===== src/rtl/unified_mem_arbiter_pkg.sv =====
// Shared types and helpers for the unified memory arbiter.
// Optional fetch buffer in the top is controlled by UNIFIED_MEM_ARB_IBUF_EN.
package unified_mem_arbiter_pkg;

    typedef enum logic [1:0] {
        ST_IDLE = 2'd0,
        ST_DACC = 2'd1,
        ST_FACC = 2'd2,
        ST_DONE = 2'd3
    } arb_state_e;

    // Fill bit for read data returned by an access that timed out.
    localparam logic TIMEOUT_FILL = 1'b0;

    function automatic int wait_w(input int max_wait);
        return $clog2(max_wait + 1);
    endfunction

endpackage


===== src/rtl/unified_mem_arbiter_wait_timer.sv =====
// Wait-cycle counter for the arbiter: cleared between accesses, counts cycles without mem_ready.
// expired fires on the wait cycle that brings the count to MAX_WAIT.
module arb_wait_timer
    import unified_mem_arbiter_pkg::*;
#(
    parameter int MAX_WAIT = 16
) (
    input  logic clk,
    input  logic reset,
    input  logic clear,
    input  logic inc,
    output logic expired
);

    localparam int W = wait_w(MAX_WAIT);

    logic [W-1:0] count;

    assign expired = inc && (count == W'(MAX_WAIT - 1));

    always_ff @(posedge clk) begin
        if (!reset) begin
            count <= '0;
        end else if (clear) begin
            count <= '0;
        end else if (inc && !expired) begin
            count <= count + W'(1);
        end
    end

endmodule


===== src/rtl/unified_mem_arbiter.sv =====
// Single-port memory arbiter: data access then instruction fetch per pipeline cycle, global stall.
// Defining UNIFIED_MEM_ARB_IBUF_EN adds a one-entry fetch buffer that can skip the memory.
//
// state | meaning
// IDLE  | waiting for requests, issues first access on the next edge
// DACC  | data access outstanding on memory
// FACC  | fetch access outstanding on memory
// DONE  | results valid for one cycle, stall released
module unified_mem_arbiter
    import unified_mem_arbiter_pkg::*;
#(
    parameter int AW       = 32,
    parameter int DW       = 32,
    parameter int MAX_WAIT = 16
) (
    input  logic          clk,
    input  logic          reset,
    input  logic          if_req,
    input  logic [AW-1:0] if_addr,
    output logic [DW-1:0] if_rdata,
    output logic          if_valid,
    input  logic          dm_re,
    input  logic          dm_we,
    input  logic [AW-1:0] dm_addr,
    input  logic [DW-1:0] dm_wdata,
    output logic [DW-1:0] dm_rdata,
    output logic          dm_valid,
    output logic          mem_req,
    output logic          mem_we,
    output logic [AW-1:0] mem_addr,
    output logic [DW-1:0] mem_wdata,
    input  logic [DW-1:0] mem_rdata,
    input  logic          mem_ready,
    output logic          stall,
    output logic          err
);

    arb_state_e state;
    logic       dm_done;
    logic       acc_busy;
    logic       ready_ok;
    logic       timer_clear;
    logic       timer_inc;
    logic       timer_expired;

`ifdef UNIFIED_MEM_ARB_IBUF_EN
    logic          ibuf_valid;
    logic [AW-1:0] ibuf_tag;
    logic [DW-1:0] ibuf_data;
    logic          ibuf_hit;

    assign ibuf_hit = ibuf_valid && (ibuf_tag == if_addr);
`endif

    assign acc_busy    = (state == ST_DACC) || (state == ST_FACC);
    assign ready_ok    = mem_ready && mem_req;
    assign timer_clear = !acc_busy || ready_ok;
    assign timer_inc   = acc_busy && !ready_ok;
    assign stall       = (dm_re || dm_we || if_req) && (state != ST_DONE);

    arb_wait_timer #(
        .MAX_WAIT(MAX_WAIT)
    ) u_wait_timer (
        .clk    (clk),
        .reset  (reset),
        .clear  (timer_clear),
        .inc    (timer_inc),
        .expired(timer_expired)
    );

    always_ff @(posedge clk) begin
        if (!reset) begin
            state     <= ST_IDLE;
            dm_done   <= 1'b0;
            if_rdata  <= '0;
            if_valid  <= 1'b0;
            dm_rdata  <= '0;
            dm_valid  <= 1'b0;
            mem_req   <= 1'b0;
            mem_we    <= 1'b0;
            mem_addr  <= '0;
            mem_wdata <= '0;
            err       <= 1'b0;
`ifdef UNIFIED_MEM_ARB_IBUF_EN
            ibuf_valid <= 1'b0;
            ibuf_tag   <= '0;
            ibuf_data  <= '0;
`endif
        end else begin
            if_valid <= 1'b0;
            dm_valid <= 1'b0;
            case (state)
                ST_IDLE: begin
                    dm_done <= 1'b0;
                    if (dm_re || dm_we) begin
                        state     <= ST_DACC;
                        mem_req   <= 1'b1;
                        mem_we    <= dm_we;
                        mem_addr  <= dm_addr;
                        mem_wdata <= dm_wdata;
`ifdef UNIFIED_MEM_ARB_IBUF_EN
                        if (dm_we && (dm_addr == ibuf_tag)) begin
                            ibuf_valid <= 1'b0;
                        end
`endif
                    end else if (if_req) begin
`ifdef UNIFIED_MEM_ARB_IBUF_EN
                        if (ibuf_hit) begin
                            state    <= ST_DONE;
                            if_rdata <= ibuf_data;
                            if_valid <= 1'b1;
                        end else begin
                            state    <= ST_FACC;
                            mem_req  <= 1'b1;
                            mem_we   <= 1'b0;
                            mem_addr <= if_addr;
                        end
`else
                        state    <= ST_FACC;
                        mem_req  <= 1'b1;
                        mem_we   <= 1'b0;
                        mem_addr <= if_addr;
`endif
                    end
                end
                ST_DACC: begin
                    if (ready_ok) begin
                        if (!mem_we) begin
                            dm_rdata <= mem_rdata;
                        end
                        if (if_req) begin
                            // Fetch issues straight off the data completion edge.
                            state    <= ST_FACC;
                            mem_we   <= 1'b0;
                            mem_addr <= if_addr;
                            dm_done  <= 1'b1;
                        end else begin
                            state    <= ST_DONE;
                            mem_req  <= 1'b0;
                            mem_we   <= 1'b0;
                            dm_valid <= 1'b1;
                        end
                    end else if (timer_expired) begin
                        err <= 1'b1;
                        if (!mem_we) begin
                            dm_rdata <= {DW{TIMEOUT_FILL}};
                        end
                        state    <= ST_DONE;
                        mem_req  <= 1'b0;
                        mem_we   <= 1'b0;
                        dm_valid <= 1'b1;
                    end
                end
                ST_FACC: begin
                    if (ready_ok) begin
                        if_rdata <= mem_rdata;
                        state    <= ST_DONE;
                        mem_req  <= 1'b0;
                        if_valid <= 1'b1;
                        dm_valid <= dm_done;
`ifdef UNIFIED_MEM_ARB_IBUF_EN
                        ibuf_valid <= 1'b1;
                        ibuf_tag   <= mem_addr;
                        ibuf_data  <= mem_rdata;
`endif
                    end else if (timer_expired) begin
                        err      <= 1'b1;
                        if_rdata <= {DW{TIMEOUT_FILL}};
                        state    <= ST_DONE;
                        mem_req  <= 1'b0;
                        if_valid <= 1'b1;
                        dm_valid <= dm_done;
                    end
                end
                ST_DONE: begin
                    state   <= ST_IDLE;
                    dm_done <= 1'b0;
                end
                default: state <= ST_IDLE;
            endcase
        end
    end

endmodule

===== config.mk =====
export PLATFORM = sky130hd
export DESIGN_NAME = unified_mem_arbiter
export DESIGN_NICKNAME = d
export VERILOG_FILES = /design/src/rtl/unified_mem_arbiter_pkg.sv /design/src/rtl/unified_mem_arbiter_wait_timer.sv /design/src/rtl/unified_mem_arbiter.sv
export SDC_FILE = /design/constraint.sdc
export NUM_CORES = 1
export LEC_CHECK = 0
export ABC_AREA = 0
export CAP_MARGIN = 5
export CORE_ASPECT_RATIO = 1.5
export CORE_UTILIZATION = 38
export CTS_CLUSTER_DIAMETER = 120
export CTS_CLUSTER_SIZE = 24
export DETAILED_ROUTE_END_ITERATION = 8
export GPL_ROUTABILITY_DRIVEN = 0
export PLACE_DENSITY = 0.86
export SYNTH_ARGS = -nofsm -noshare
export SYNTH_HDL_FRONTEND = slang
export SYNTH_HIERARCHICAL = 1
export SYNTH_SLANG_ARGS = --single-unit

===== constraint.sdc =====
create_clock -name clk -period 2.1 [get_ports clk]
set_clock_uncertainty 0.1 [all_clocks]
set_input_delay 0.21 -clock clk [delete_from_list [all_inputs] [get_ports clk]]
set_output_delay 0.21 -clock clk [all_outputs]
set_load 0.03 [all_outputs]

==> results.py, run 1 <==
metrics = {
    "detailed_routing": {
        "drc": 0,
        "wl_per_cell_um": 16.6,
        "drt_iter0_markers": 348,
        "dr.pass1.iters": 5,
        "wl_um": 19800,
        "viasPerCell": 5.25,
        "vias": 6236,
        "detail-route-antenna-nets": 0,
    },
    "logic_synthesis": {
        "netlist_area_sq_mm": 0.00612,
        "synth-seq-area-share_pct": 46.1,
        "ys.flop_type": "dfxtp_1",
        "synth_seq_cells": 141,
        "synth_nets": 849,
        "synth_edf_count": 0,
        "ys_types": 51,
        "syn_area_per_cell_sq_um": 8.66,
        "yosysWarnings": 6,
        "async_flop_share_pct": 0,
        "synthCells": 707,
    },
    "power": {
        "p_total_w": 0.0131,
        "switching_share_pct": 40.2,
        "seqPwrFrac_pct": 27.8,
        "peakVddDrop_uv": 661,
        "cellLeakagePower_nw": 3.59,
        "internal_power_w": 0.00784,
        "p_per_area_mw_per_mm2": 1330,
        "switchingPower_w": 0.00527,
        "combPwrFrac_pct": 48.7,
        "clkPwrFrac_pct": 23.5,
    },
    "clocking": {
        "cts_tree": "yes",
        "path_clk_slew_ps": 60,
        "numCtsBuffers": 17,
        "insertion_delay_ps": 410,
        "clockBufferDepth": 2,
        "ctsHoldBuffers": 0,
        "h-tree-depth": 4,
        "cts_sinks": 141,
        "cts-root-buf": "clkbuf_16",
    },
    "timing": {
        "tightest_slew_ps": 710,
        "setup_tns_ps": 0,
        "fin_crit_sh_pct": 96.8,
        "hold_violations": 0,
        "slew_violations": 0,
        "finalSetupViolCount": 0,
        "relSlewSlack_pct": 52.0,
        "period_needed_ps": 2030,
        "setup_slack_ps": 66.4,
        "fmax_mhz": 492,
    },
    "critical_path": {
        "crit_chain": "ha_4, and3_1, ha_2, and2_4, a21oi_4, or4_4, a31o_2",
        "end_kind": "flop",
        "path_class": "flop to flop",
        "worstRegToRegCells": 7,
        "path_buf_inv": 0,
        "critical-path-slowest-cell": "or4_4",
        "critPathMaxFanout": 5,
        "cp_num_cells": 7,
        "slowest_delay_ps": 510,
        "crit_required_ps": 2300,
        "critPathLaunchType": "flop",
        "arrival_ps": 2240,
        "crit_family": "simple AND/OR/NAND/NOR gates",
    },
    "final_layout": {
        "diodes": 0,
        "area_growth_pct": 61.5,
        "final_util_pct": 63.0,
        "fillCellCount": 1284,
        "drive_above_1_share_pct": 13.3,
        "nNetsFinal": 1114,
    },
    "global_routing": {
        "grt_pass1_vias": 6185,
        "grt_max_degree": 44,
        "grt_overflow": 0,
        "grt_usage_pct": 22.8,
        "grt_pass1_wl_um": 30100,
        "antenna_found_initial": 0,
    },
    "run_status": {
        "outcome": "complete, no violations",
    },
    "floorplan": {
        "core_area_sq_mm": 0.0157,
        "dieHeight_um": 157,
        "fp-row-count": 56,
        "dieArea_sq_mm": 0.0166,
        "start_util_pct": 39.0,
        "io_pins": 268,
        "die_w_um": 106,
    },
    "min_path": {
        "hp-class": "primary input to flop",
        "hold_depth": 3,
    },
    "placement": {
        "numPortBuffers": 267,
        "dp_slack_ps": -82.7,
        "dp_hpwl_um": 13800,
    },
    "job": {
        "cap_violations": 0,
    },
}
==> sequential cells by signal, summed over array words and instances (netlist names) <==
| register | count |
|---|---|
| mem_wdata | 32 |
| mem_addr | 32 |
| mem_we | 1 |
| state | 2 |
| err | 1 |
| if_rdata | 32 |
| u_wait_timer/count | 5 |
| if_valid | 1 |
| dm_valid | 1 |
| dm_done | 1 |
| mem_req | 1 |
| dm_rdata | 32 |
==> path summary, 6_finish.rpt <==
path	start	endpoint	slack, ps
max	u_wait_timer/count[1]	mem_req	70
min	dm_wdata[10]	mem_wdata[10]	240
max reg2reg	u_wait_timer/count[1]	mem_req	70
min reg2reg	mem_wdata[31]	mem_wdata[31]	350
==> cells in the final DEF (no fill, tap or decap), types with 6 or more instances in the layout <==
cell type          n
o21ai_0           66
mux2i_1           33
nor2_1             7
clkbuf_16         18
nor3_1            65
a2111oi_2         31
nand2_1          133
buf_4             35
a21oi_1          100
buf_12            11
inv_1              6
clkdlybuf4s50_1  266
dfxtp_1          138
==> stage by stage <==
step / cells / hold slack, ps / cell area (sq um)
2_1_floorplan: 707 / 246 / 6130
3_3_place_gp: 1154 / 340 / 9200
3_5_place_dp: 1154 / 346 / 9200
4_1_cts: 1186 / 229 / 9810
5_1_grt: 1188 / 236 / 9890
6_report: 1188 / 239 / 9890
==> worst reg2reg max path, delay by kind of cell, from the launching register on <==
kind / cells / cell delay (ps)
flops: 1 / 360
fa+ha+maj: 2 / 320
simple gates: 3 / 830
compound gates: 2 / 300
==> cells by family after synthesis <==
group	synth area share, %
simple gates	16.8
compound gates	23.8
flops	46.1
buf+inv	6.05
mux	5.39
fa+ha+maj	1.63
xor+xnor	0.286
==> layer usage <==
layer  wire [um]  part of all wire [%]  up-vias  global-route usage, %
li1            -                     -     3033                      -
met1        7420                    38     2910                   23.4
met2       10400                    53      247                   42.7
met3        1310                   6.6       46                   5.09
met4         663                   3.4        0                   12.2
met5           0                     0        -                      0
==> final cells by class <==
type	count	area (sq um)	area share [%]
timing repair buffer	314	3190	32.2
sequential	141	2830	28.6
clock buffer	19	443	4.48
tap	203	254	2.57
clock inverter	13	155	1.57
inverter	8	32.5	0.329
multi-input combinational	490	2990	30.3
==> Yosys cell counts, types with 3 or more instances <==
master	n	area [sq um]
buf_1	11	41.3
buf_8	3	45.0
a2111oi_2	29	435
nor2_1	7	26.3
buf_2	7	35.0
nor3_1	65	325
dfxtp_1	141	2820
ha_1	8	100
mux2i_1	33	330
nand2_1	133	499
buf_6	4	45.0
buf_4	3	22.5
and2_1	3	18.8
inv_1	8	30.0
o21ai_0	66	330
a21oi_1	100	500
clkbuf_1	39	146
and3_1	4	25.0
==> what timing repair did <==
item | CTS | global route
cloned | 0 | 1
gates resized for setup | 4 | 12
hold endpoints to repair | 0 | 0
endpoints found under the setup margin | 4 | 40
setup buffers | 0 | 1
==> power groups by stage <==
stage / clock, W / sequential [W] / combinational (W)
global placement: 0 / 0.00365 / 0.00614
global route: 0.00326 / 0.00372 / 0.00682
finish: 0.00308 / 0.00364 / 0.00639
CTS: 0.00314 / 0.00363 / 0.00630
floorplan: 0 / 0.00475 / 0.00283
detailed placement: 0 / 0.00369 / 0.00625
Note: power is estimated with default switching activity, not from simulation.
==> run 2, diff against run 1 <==
Settings changed: CTS_CLUSTER_DIAMETER 120 to 30.
==> results of run 2 <==
No change in the layout: final DEF, timing and power equal those of run 1.
==> run 3, diff against run 2 <==
Settings changed: CORE_UTILIZATION 38 to 46, PLACE_DENSITY 0.86 to 0.95, REMOVE_ABC_BUFFERS set to 1.
Clock period 2.1 ns to 2.4 ns, I/O delays scaled along.
==> run 3 against run 2 <==
  * Via count rose by 1.1%
  * Largest power group unchanged
  * Hold slack better by 32 ps
  * Die area decreased by 17%
  * Largest cell class unchanged
  * Critical endpoint unchanged
  * Clock power shrank 17%
  * Sequential power shrank 12%
==> results.py, run 3 (synthesized netlist as in run 1, its figures left out) <==
metrics = {
    "final_layout": {
        "diodes": 0,
        "fillCellCount": 963,
        "area_growth_pct": 55.7,
        "nNetsFinal": 1098,
        "final_cell_mix": "266 x clkdlybuf4s50_1, 141 x dfxtp_1, 133 x nand2_1",
        "final_common_cell": "clkdlybuf4s50_1",
        "seq_area_sq_mm": 0.00282,
        "drive_above_1_share_pct": 10.7,
        "final_cell_count_no_fill": 1128,
        "multiInputGateArea_sq_mm": 0.00295,
    },
    "timing": {
        "relSlewSlack_pct": 53.8,
        "hold_violations": 0,
        "setup_tns_ps": 0,
        "fin_crit_sh_pct": 93.9,
        "slew_violations": 0,
        "hold_slack_ps": 271,
        "fmax_mhz": 444,
        "finalSetupViolCount": 0,
        "setup_slack_ps": 148,
        "rsz0062_at_grt": "no",
        "tightest_slew_ps": 684,
        "period_needed_ps": 2250,
    },
    "power": {
        "p_per_area_mw_per_mm2": 1150,
        "p_total_w": 0.0110,
        "combPwrFrac_pct": 47.4,
        "switching_share_pct": 41.3,
        "peakVddDrop_uv": 684,
        "cellLeakagePower_nw": 3.46,
        "clkPwrFrac_pct": 23.3,
        "internal_power_w": 0.00645,
        "seqPwrFrac_pct": 29.3,
        "switchingPower_w": 0.00454,
    },
    "clocking": {
        "path_clk_slew_ps": 60,
        "cts_sinks": 141,
        "insertion_delay_ps": 410,
        "ctsHoldBuffers": 0,
        "clockBufferDepth": 2,
        "h-tree-depth": 4,
        "cts_tree": "yes",
        "numCtsBuffers": 17,
        "cts-root-buf": "clkbuf_16",
    },
    "detailed_routing": {
        "dr.pass1.iters": 7,
        "viasPerCell": 5.59,
        "vias": 6303,
        "wl_um": 19400,
        "drt_iter0_markers": 363,
        "wl_per_cell_um": 17.2,
        "drc": 0,
        "detail-route-antenna-nets": 0,
    },
    "job": {
        "cap_violations": 0,
    },
    "global_routing": {
        "grt_max_degree": 65,
        "grt_pass1_wl_um": 28700,
        "grt_usage_pct": 27.0,
        "grt_overflow": 0,
        "antenna_found_initial": 0,
        "grt_pass1_vias": 6103,
    },
    "floorplan": {
        "dieArea_sq_mm": 0.0138,
        "io_pins": 268,
        "start_util_pct": 47.3,
        "fp-row-count": 51,
        "core_area_sq_mm": 0.0130,
        "dieHeight_um": 143,
        "die_w_um": 96.2,
    },
    "critical_path": {
        "arrival_ps": 2450,
        "critPathMaxFanout": 6,
        "critPathLaunchType": "flop",
        "path_class": "flop to flop",
        "crit_required_ps": 2600,
        "end_kind": "flop",
    },
    "min_path": {
        "hp-class": "primary input to flop",
    },
    "placement": {
        "numPortBuffers": 267,
        "dp_hpwl_um": 13500,
        "dp_slack_ps": 96.0,
        "dp.cells": 1093,
    },
    "run_status": {
        "outcome": "complete, no violations",
    },
}
[run 3: metrics by stage]
| stage | cell area (sq um) | utilization, % |
|---|---|---|
| 2_1_floorplan | 5780 | - |
| 3_3_place_gp | 8920 | 68.8 |
| 3_5_place_dp | 8920 | 68.8 |
| 4_1_cts | 9490 | 73.3 |
| 5_1_grt | 9530 | 73.6 |
| 6_report | 9530 | 73.6 |
[run 3: worst paths after layout]
check,depth (start not counted),end,startpoint,slack (ps)
max reg2reg,7,mem_req,state[0],150
min,3,mem_wdata[16],dm_wdata[16],270
max,7,mem_req,state[0],150
min reg2reg,2,mem_wdata[2],mem_wdata[2],350
[run 3: what timing repair did]
item                       4_1_cts  5_1_grt
buffers inserted                 0        2
gates resized for setup          0        1
setup endpoints to repair        0       14
[run 3: per-layer routing]
metal  track usage (%)  vias up  wire [um]
met1              27.4     2956       6930
met2              48.9      282      10300
met3              7.14       61       1420
met5                 0        -          0
li1                  -     3004          -
met4              14.9        0        788
[run 3: critical path: stages (launching register included)]
cell and delay [ps]:
dfxtp_1 430, inv_1 120, ha_1 330, and2_1 150, and2_2 180, a21oi_4 60, or4_1 520, a31o_2 250
[run 3: final cells by class]
cell class / instances / area share, %
Tap cell: 159 / 2.09
Clock buffer: 17 / 4.46
Inverter: 8 / 0.341
Sequential cell: 141 / 29.6
Multi-Input combinational cell: 490 / 30.9
Clock inverter: 15 / 1.59
Timing Repair Buffer: 298 / 31.0
[run 3: power groups by stage]
| stage | clock network (W) | logic [W] | registers, W |
|---|---|---|---|
| after global placement | 0 | 0.00502 | 0.00322 |
| final | 0.00256 | 0.00520 | 0.00322 |
| after global routing | 0.00272 | 0.00557 | 0.00328 |
| after CTS | 0.00260 | 0.00517 | 0.00322 |
| after detailed placement | 0 | 0.00514 | 0.00326 |
| after floorplan | 0 | 0.00214 | 0.00417 |
